$ cat config.mk
export PLATFORM = sky130hd
export DESIGN_NAME = pc_sequencer
export DESIGN_NICKNAME = d
export VERILOG_FILES = /design/src/rtl/pc_sequencer_pkg.sv /design/src/rtl/pc_sequencer_next_pc_select.sv /design/src/rtl/pc_sequencer.sv
export SDC_FILE = /design/constraint.sdc
export NUM_CORES = 1
export LEC_CHECK = 0
export ABC_CLOCK_PERIOD_IN_PS = 5830
export CAP_MARGIN = 20
export CORE_UTILIZATION = 51
export DETAILED_ROUTE_END_ITERATION = 12
export PLACE_DENSITY = 0.87
export SLEW_MARGIN = 25
export SYNTH_ARGS = -nofsm -noshare
export SYNTH_HDL_FRONTEND = slang
export SYNTH_SLANG_ARGS = --single-unit
$ cat constraint.sdc
create_clock -name input_clock -period 5.83 [get_ports input_clock]
set_clock_uncertainty 0.2 [all_clocks]
set_input_delay 1.166 -clock input_clock [delete_from_list [all_inputs] [get_ports input_clock]]
set_output_delay 1.166 -clock input_clock [all_outputs]
set_load 0.03 [all_outputs]
$ cat src/rtl/pc_sequencer_pkg.sv
// Shared types and constants for the fetch-side PC sequencer.
package pc_sequencer_pkg;

    typedef enum logic [1:0] {
        ST_BOOT   = 2'd0,
        ST_FETCH  = 2'd1,
        ST_HALTED = 2'd2
    } pc_state_e;

    // Ordered so that a numerically larger kind has higher redirect priority
    typedef enum logic [1:0] {
        REDIR_NONE   = 2'd0,
        REDIR_BRANCH = 2'd1,
        REDIR_JUMP   = 2'd2,
        REDIR_EXC    = 2'd3
    } redir_kind_e;

    localparam logic [31:0] DEFAULT_RESET_VECTOR = 32'h0000_0000;
    localparam logic [31:0] DEFAULT_EXC_VECTOR   = 32'h8000_0180;
    localparam logic [31:0] INSTR_BYTES          = 32'd4;

    function automatic logic is_misaligned(input logic [31:0] addr);
        return (addr[1:0] != 2'b00);
    endfunction

endpackage

$ cat src/rtl/pc_sequencer_next_pc_select.sv
// Combinational redirect priority mux: live exception > jump > branch > pending > sequential,
// with word-alignment checking of jump/branch targets.
module next_pc_select
    import pc_sequencer_pkg::*;
#(
    parameter logic [31:0] EXC_VECTOR = DEFAULT_EXC_VECTOR
) (
    input  logic [31:0] current_address,
    input  logic        exception,
    input  logic        jump,
    input  logic [31:0] jump_target,
    input  logic        branch_taken,
    input  logic [31:0] branch_target,
    input  redir_kind_e pend_kind,
    input  logic [31:0] pend_target,
    output logic [31:0] sel_target,
    output redir_kind_e live_kind,
    output logic [31:0] live_target,
    output logic        live_mis,
    output logic [31:0] mis_target
);

    logic [31:0] seq_target_s;
    logic [31:0] jb_target_s;
    logic        jb_live_s;

    assign seq_target_s = current_address + INSTR_BYTES;
    assign jb_target_s  = jump ? jump_target : branch_target;
    assign jb_live_s    = jump | branch_taken;
    assign live_mis     = jb_live_s & is_misaligned(jb_target_s);
    assign mis_target   = jb_target_s;

    // Classify this cycle's live redirect; a misaligned jump/branch becomes an exception
    always_comb begin
        live_kind   = REDIR_NONE;
        live_target = seq_target_s;
        if (exception || live_mis) begin
            live_kind   = REDIR_EXC;
            live_target = EXC_VECTOR;
        end else if (jump) begin
            live_kind   = REDIR_JUMP;
            live_target = jump_target;
        end else if (branch_taken) begin
            live_kind   = REDIR_BRANCH;
            live_target = branch_target;
        end else begin
            live_kind   = REDIR_NONE;
            live_target = seq_target_s;
        end
    end

    // Final target: live redirect, else pending redirect, else sequential
    always_comb begin
        sel_target = seq_target_s;
        if (live_kind != REDIR_NONE) begin
            sel_target = live_target;
        end else if (pend_kind != REDIR_NONE) begin
            sel_target = pend_target;
        end else begin
            sel_target = seq_target_s;
        end
    end

endmodule

$ cat src/rtl/pc_sequencer.sv
// Fetch-side controller: boot sequence, fetch handshake, HALT state, pending redirect and EPC.
module pc_sequencer
    import pc_sequencer_pkg::*;
#(
    parameter logic [31:0] RESET_VECTOR = DEFAULT_RESET_VECTOR,
    parameter logic [31:0] EXC_VECTOR   = DEFAULT_EXC_VECTOR
) (
    input  logic        input_clock,
    input  logic        reset,
    input  logic [31:0] current_address,
    input  logic        imem_ready,
    input  logic        stall,
    input  logic        branch_taken,
    input  logic [31:0] branch_target,
    input  logic        jump,
    input  logic [31:0] jump_target,
    input  logic        exception,
    input  logic        halt_instr,
    input  logic        resume,
    output logic [31:0] next_address,
    output logic        pc_hold,
    output logic        imem_req,
    output logic        fetch_valid,
    output logic [31:0] epc,
    output logic        addr_error,
    output logic        halted
);

    pc_state_e   state_q, state_d;
    redir_kind_e pend_kind_q, pend_kind_d;
    logic [31:0] pend_target_q, pend_target_d;
    logic [31:0] epc_q, epc_d;

    logic [31:0] sel_target_s;
    redir_kind_e live_kind_s;
    logic [31:0] live_target_s;
    logic        live_mis_s;
    logic [31:0] mis_target_s;
    logic        update_s;

    next_pc_select #(
        .EXC_VECTOR (EXC_VECTOR)
    ) u_next_pc_select (
        .current_address (current_address),
        .exception       (exception),
        .jump            (jump),
        .jump_target     (jump_target),
        .branch_taken    (branch_taken),
        .branch_target   (branch_target),
        .pend_kind       (pend_kind_q),
        .pend_target     (pend_target_q),
        .sel_target      (sel_target_s),
        .live_kind       (live_kind_s),
        .live_target     (live_target_s),
        .live_mis        (live_mis_s),
        .mis_target      (mis_target_s)
    );

    // State, pending redirect and EPC registers
    always_ff @(posedge input_clock) begin
        if (reset) begin
            state_q       <= ST_BOOT;
            pend_kind_q   <= REDIR_NONE;
            pend_target_q <= 32'h0000_0000;
            epc_q         <= 32'h0000_0000;
        end else begin
            state_q       <= state_d;
            pend_kind_q   <= pend_kind_d;
            pend_target_q <= pend_target_d;
            epc_q         <= epc_d;
        end
    end

    // Next-state, pending-redirect bookkeeping and fetch-side outputs
    always_comb begin
        state_d       = state_q;
        pend_kind_d   = pend_kind_q;
        pend_target_d = pend_target_q;
        epc_d         = epc_q;
        next_address  = current_address;
        pc_hold       = 1'b1;
        imem_req      = 1'b0;
        fetch_valid   = 1'b0;
        addr_error    = 1'b0;
        halted        = 1'b0;
        update_s      = 1'b0;

        if (reset) begin
            next_address = RESET_VECTOR;
            pc_hold      = 1'b0;
        end else begin
            case (state_q)
                ST_BOOT: begin
                    next_address = RESET_VECTOR;
                    pc_hold      = 1'b0;
                    state_d      = ST_FETCH;
                end
                ST_FETCH, ST_HALTED: begin
                    addr_error = live_mis_s;
                    halted     = (state_q == ST_HALTED);
                    if (state_q == ST_FETCH) begin
                        imem_req = ~stall;
                        update_s = ~stall & imem_ready;
                    end else begin
                        imem_req = 1'b0;
                        update_s = 1'b0;
                    end

                    // EPC keeps the first fault while an exception is still outstanding
                    if ((live_kind_s == REDIR_EXC) && (pend_kind_q != REDIR_EXC)) begin
                        epc_d = exception ? current_address : mis_target_s;
                    end else begin
                        epc_d = epc_q;
                    end

                    if (update_s) begin
                        fetch_valid  = 1'b1;
                        pc_hold      = 1'b0;
                        next_address = sel_target_s;
                        pend_kind_d  = REDIR_NONE;
                    end else if ((live_kind_s != REDIR_NONE) && (live_kind_s >= pend_kind_q)) begin
                        pend_kind_d   = live_kind_s;
                        pend_target_d = live_target_s;
                    end else begin
                        pend_kind_d = pend_kind_q;
                    end

                    if (state_q == ST_FETCH) begin
                        if (halt_instr && (live_kind_s != REDIR_EXC)) begin
                            state_d = ST_HALTED;
                        end else begin
                            state_d = ST_FETCH;
                        end
                    end else if ((live_kind_s == REDIR_EXC) || resume) begin
                        state_d = ST_FETCH;
                    end else begin
                        state_d = ST_HALTED;
                    end
                end
                default: begin
                    state_d = ST_BOOT;
                end
            endcase
        end
    end

    assign epc = epc_q;

endmodule

* Word-level counts from Yosys, hierarchy flattened
Index checks and enable logic that the tools add are counted.
** Word-level totals
- Output and inout bits :: 69
- Flip-flop bits (word level) :: 68
- Word-level logic and storage cells :: 65
- Bits of input ports :: 105
** Cells by class
- Magnitude comparators :: 1
- Reductions and logical operators :: 14
- Equality and inequality tests :: 5
- Muxes and demuxes :: 35
- Bitwise gates (word level) :: 5
- Add/subtract/negate cells :: 1
** Operators with widths (number)
- $mux W32 :: 9
- $pmux W32 S2 :: 1
- $add A32 B3 Y32 const B :: 1
- $mux W1 :: 16
- $mux W2 :: 7
- $reduce_bool A2 Y1 :: 4
- $eq A2 B2 Y1 const B :: 2
- $ne A2 B2 Y1 const B :: 2
- $pmux W2 S2 :: 1
- $reduce_and A2 Y1 :: 2
- $logic_and A1 B1 Y1 :: 3
- $reduce_and A3 Y1 :: 1
- $and A1 B1 Y1 :: 2
- $eq A2 B1 Y1 const B :: 1
- $ge A2 B2 Y1 :: 1
- $logic_not A2 Y1 :: 1
- $logic_or A1 B1 Y1 :: 2
- $not A1 Y1 :: 2
- $pmux W1 S2 :: 1
- $reduce_or A2 Y1 :: 1
- $or A1 B1 Y1 :: 1

* Logic depth before layout (Yosys ltp)
- Depth after elaboration :: 10
- Gate-level depth with buffers :: 14

* Modules after synthesis
From an unflattened synthesis, not the netlist that was laid out.
** Second synthesis, totals
- Cells, all modules :: 699
- Area, all modules :: 5855.6 um^2
** Modules (own cells, without submodules)
- pc_sequencer :: times used 1, area each 3668.5 um^2, cells an instance 369
- next_pc_select :: times used 1, area each 2187.1 um^2, cells an instance 330

* Least setup slack after synthesis
Ideal clock, no wire load.
- Path type :: input to output
- Start :: in current_address[2]
- End :: out next_address[24]
- Data required time :: 4.464 ns
- Stages on the path :: 6
- Setup slack :: 1.289 ns
- Arrival :: 3.175 ns
- Cell sequence :: ha_1 nand3_1 or4_1 nor2_1 a21oi_1 o32ai_1
** Between the ends
- Word-level cells in the longest chain between the ends :: 8
** RTL lines
- from (decl) :: line pc_sequencer.sv:10 : input logic [31:0] current_address,
- $add A32 B3 Y32 * :: line pc_sequencer_next_pc_select.sv:27 : assign seq_target_s = current_address + INSTR_BYTES;
- $mux W32 :: line pc_sequencer_next_pc_select.sv:43 : end else if (branch_taken) begin
- $mux W32 :: line pc_sequencer_next_pc_select.sv:40 : end else if (jump) begin
- $mux W32 :: line pc_sequencer_next_pc_select.sv:37 : if (exception || live_mis) begin
- $mux W32 * :: line pc_sequencer_next_pc_select.sv:55 : if (live_kind != REDIR_NONE) begin
- $mux W32 * :: line pc_sequencer.sv:116 : if (update_s) begin
- $pmux W32 S2 * :: line pc_sequencer.sv:92 : case (state_q)
- $mux W32 * :: line pc_sequencer.sv:88 : if (reset) begin
- to (decl) :: line pc_sequencer.sv:20 : output logic [31:0] next_address,
Mark *: on every way between the ends. The rest lies on a longest branch, timed or not.

* Worst setup path in the final report
- Start :: in exception
- End :: out next_address[17]
** Between the ends
- Word-level cells in the longest chain between the ends :: 7
** RTL lines
- from (decl) :: line pc_sequencer.sv:17 : input logic exception,
- $logic_or A1 B1 Y1 * :: line pc_sequencer_next_pc_select.sv:37
- $mux W2 :: line pc_sequencer_next_pc_select.sv:37
- $reduce_bool A2 Y1 :: line pc_sequencer_next_pc_select.sv:55
- $mux W32 * :: line pc_sequencer_next_pc_select.sv:55
- $mux W32 * :: line pc_sequencer.sv:116
- $pmux W32 S2 * :: line pc_sequencer.sv:92
- $mux W32 * :: line pc_sequencer.sv:88
Marks and branches as above.

==> summary.md <==
| Metric | Value |
|---|---|
| IO buf count | around 170 |
| Initial antenna violation count | 1 |
| Cell internal pwr | 903.6 uW |
| Max IR drop VDD | about 0.15 mV |
| Site Rows | 37 |
| # diodes | 0 |
| Pins Over Slew Limit | 0 |
| Seq pwr share | 0.348 |
| Area delta synth->final | 40.45% |
| Post-synth EDFFs | 0 |
| CP Max Fanout | 28 |
| Clock transition at path regs | approximately 0.07 ns |
| Yosys cell types | slightly below 70 |
| WS Path Type | in -> out |
| Warnings, synthesis | 0 |
| Status | finished, final reports clean |
| Cell Pwr Density | about 190 mW/mm^2 |
| Netlist Area Pre-Place | 0.005416 sq mm |
| Max Clk Rate | between 150 and 200 MHz |
| GRT overflow | 0 |
| TritonCTS clock tree | built |
| Postcts setup bufs | 0 |
| Top_reg_cell synth | dfxtp_1 |
| Power share of the clock group | 0.243 |
| Initial drt markers | between 700 and 800 |
| Net Count, Synth | ~870 |
| CTS hold repair buffers | 0 |
| Die area | about 0.011 sq mm |
| First-pass GRT wire length | roughly 36 mm |
| Starting density of the core | 0.5247 |
| Vias per cell | ~6.6 |
| Final Hold Vio Count | 0 |
| Most frequent cells in the layout | clkdlybuf4s50_1, nand2_1, a21oi_1 |
| Gpl congestion | about 1.0 |
| Post-CTS sizing | 0 |
| # fillers | ~780 |
| Design Power | around 1.5 mW |
| Logic pwr share | 0.409 |
| Initial DRT Pass Iterations | 6 |
| Crit end category | output port |
| Post-Synthesis Cells | between 700 and 800 |
| Largest net degree at the start of global routing | 67 |
| Seq cells post-synth | 68 |
| Avg WL per Cell | ~22 um |
| CP startpoint kind | input pin |
| Boundary pin count | between 150 and 200 |
| Lkg Pwr | around 2.8 nW |
| Die span in x | roughly 110 um |
| H-tree levels | 3 |
| Sw frac | 0.3894 |
| Synth async-reset ratio | 0 |
| Dpl hpwl | roughly 18 mm |
| Slew Limit Headroom | 0.4341 |
| Die outline height | ~110 um |
| Most common cell after layout, fill and taps aside | clkdlybuf4s50_1 |
| Tmin final | ~5.5 ns |
| Worst slew pin tran | roughly 0.83 ns |
| RSZ-0062 raised after global routing | false |
| Max clock buf depth | 2 |
| P_sw | ~580 uW |
| Core ar. | just over 0.01 sq mm |
| Vias in the first global route | around 6500 |
| Max cap viols | 0 |
| DRT Wirelength | 23.13 mm |
| Final setup viols | 0 |
| Critical Path AT | about 4 ns |
| Seq/Total Area, Yosys | 0.2513 |
| Synth Area per Inst | between 7 and 8 sq um |
| All-layer global routing usage | 0.4232 |
| Vias | about 7000 |
| ANT nets after route | 0 |
| Root Buffer | clkbuf_8 |
| CTS Buf Count | 9 |
| Layout cells sized above 1 | 0.1090 |
| Worst skew pair latency | around 0.37 ns |
| Sinks on the clock net | 68 |
| Fin crit share | 0.9390 |
| Drt drc | 0 |
| Final nets | roughly 1000 |
| Setup TNS | 0 ns |
| Worst hold path class | reg -> reg |
| Critical path required time | 4.46 ns |
==> power by group through the flow <==
stage / registers [mW] / clock network, mW / logic [mW]
6_report: 0.515 / 0.359 / 0.606
5_1_grt: 0.518 / 0.381 / 0.638
4_1_cts: 0.515 / 0.357 / 0.591
3_5_place_dp: 0.526 / 0 / 0.589
3_3_place_gp: 0.522 / 0 / 0.578
2_1_floorplan: 0.562 / 0 / 0.280
==> sequential cells by signal, indices dropped and copies added (netlist names) <==
name	flops
pend_kind_q	2
pend_target_q	32
state_q	2
epc	32
==> critical path, cell delays in order <==
cell	delay [ns]
clkdlybuf4s50_1	0.61
inv_2	0.43
o211ai_1	0.37
a2111oi_0	0.68
buf_4	0.24
a21oi_1	0.06
o32ai_1	0.25
buf_4	0.17
buf_12	0.11
==> final timing paths <==
path                            slack [ns]       start  cells after the start                 to
worst min register to register        0.25      epc[2]                      2             epc[2]
worst max register to register        3.29  state_q[0]                      6  pend_target_q[27]
worst max-delay path                  0.36   exception                      9   next_address[17]
worst min-delay path                  0.25      epc[2]                      2             epc[2]
==> cell families after synthesis <==
group,share of synthesized area
AO/OA/AOI/OAI,0.3125
multiplexers,0.06329
adder cells (fa/ha/maj),0.01617
buffers and inverters,0.06352
AND/OR/NAND/NOR,0.2802
flip-flops,0.2513
XOR/XNOR,0.01293
==> final cells by class <==
| class | count | area, sq um | area share |
|---|---|---|---|
| multi-input combinational | 610 | 3711 | 0.4878 |
| timing repair buffer | 214 | 2125 | 0.2793 |
| sequential | 68 | 1361 | 0.1789 |
| tap | 136 | 170.2 | 0.02237 |
| clock buffer | 11 | 141.4 | 0.01859 |
| inverter | 19 | 71.32 | 0.009375 |
| clock inverter | 5 | 27.53 | 0.003618 |
==> Yosys cell counts, drive strengths merged, types with 5 or more instances <==
cell type / n / area (sq um)
o211ai: 35 / 262.8
nor3: 15 / 80.08
a32o: 6 / 60.06
and3: 11 / 68.82
or4: 9 / 75.07
o221ai: 5 / 50.04
o21ai: 29 / 145.1
nor4: 12 / 108.9
inv: 18 / 67.57
dfxtp: 68 / 1361
a22oi: 7 / 52.55
or3: 6 / 37.54
nand2: 142 / 533.0
and4: 5 / 43.79
a31oi: 9 / 56.30
nand3: 35 / 175.2
o21a: 6 / 45.04
nor2: 40 / 150.1
nand4: 13 / 96.34
mux2i: 32 / 320.3
a21o: 5 / 37.54
ha: 7 / 87.58
o22ai: 14 / 87.58
clkbuf: 42 / 157.7
o221a: 6 / 67.56
a21oi: 82 / 410.4
buf: 23 / 115.1
o31ai: 6 / 45.04
a2111oi: 7 / 61.31
==> routing by layer <==
metal / up-vias / GRT usage / part of all wire
met1: 3258 / 0.5861 / 0.41
met3: 78 / 0.1148 / 0.12
met4: 2 / 0.1710 / 0.032
li1: 3168 / - / -
met5: - / 0 / 0.00065
met2: 497 / 0.6173 / 0.44
==> through the flow <==
stage          cell area [sq um]  hold slack [ns]  setup WS, ns  utilization  cells
2_1_floorplan               5416           0.2287         1.289            -    762
3_3_place_gp                7438           0.2355        0.4688       0.7205   1047
3_5_place_dp                7438           0.2470        0.3917       0.7205   1047
4_1_cts                     7607           0.2572        0.3925       0.7369   1063
5_1_grt                     7607           0.2761        0.2145       0.7369   1063
6_report                    7607           0.2545        0.3557       0.7369   1063
Note: power is estimated with default switching activity, not from simulation.
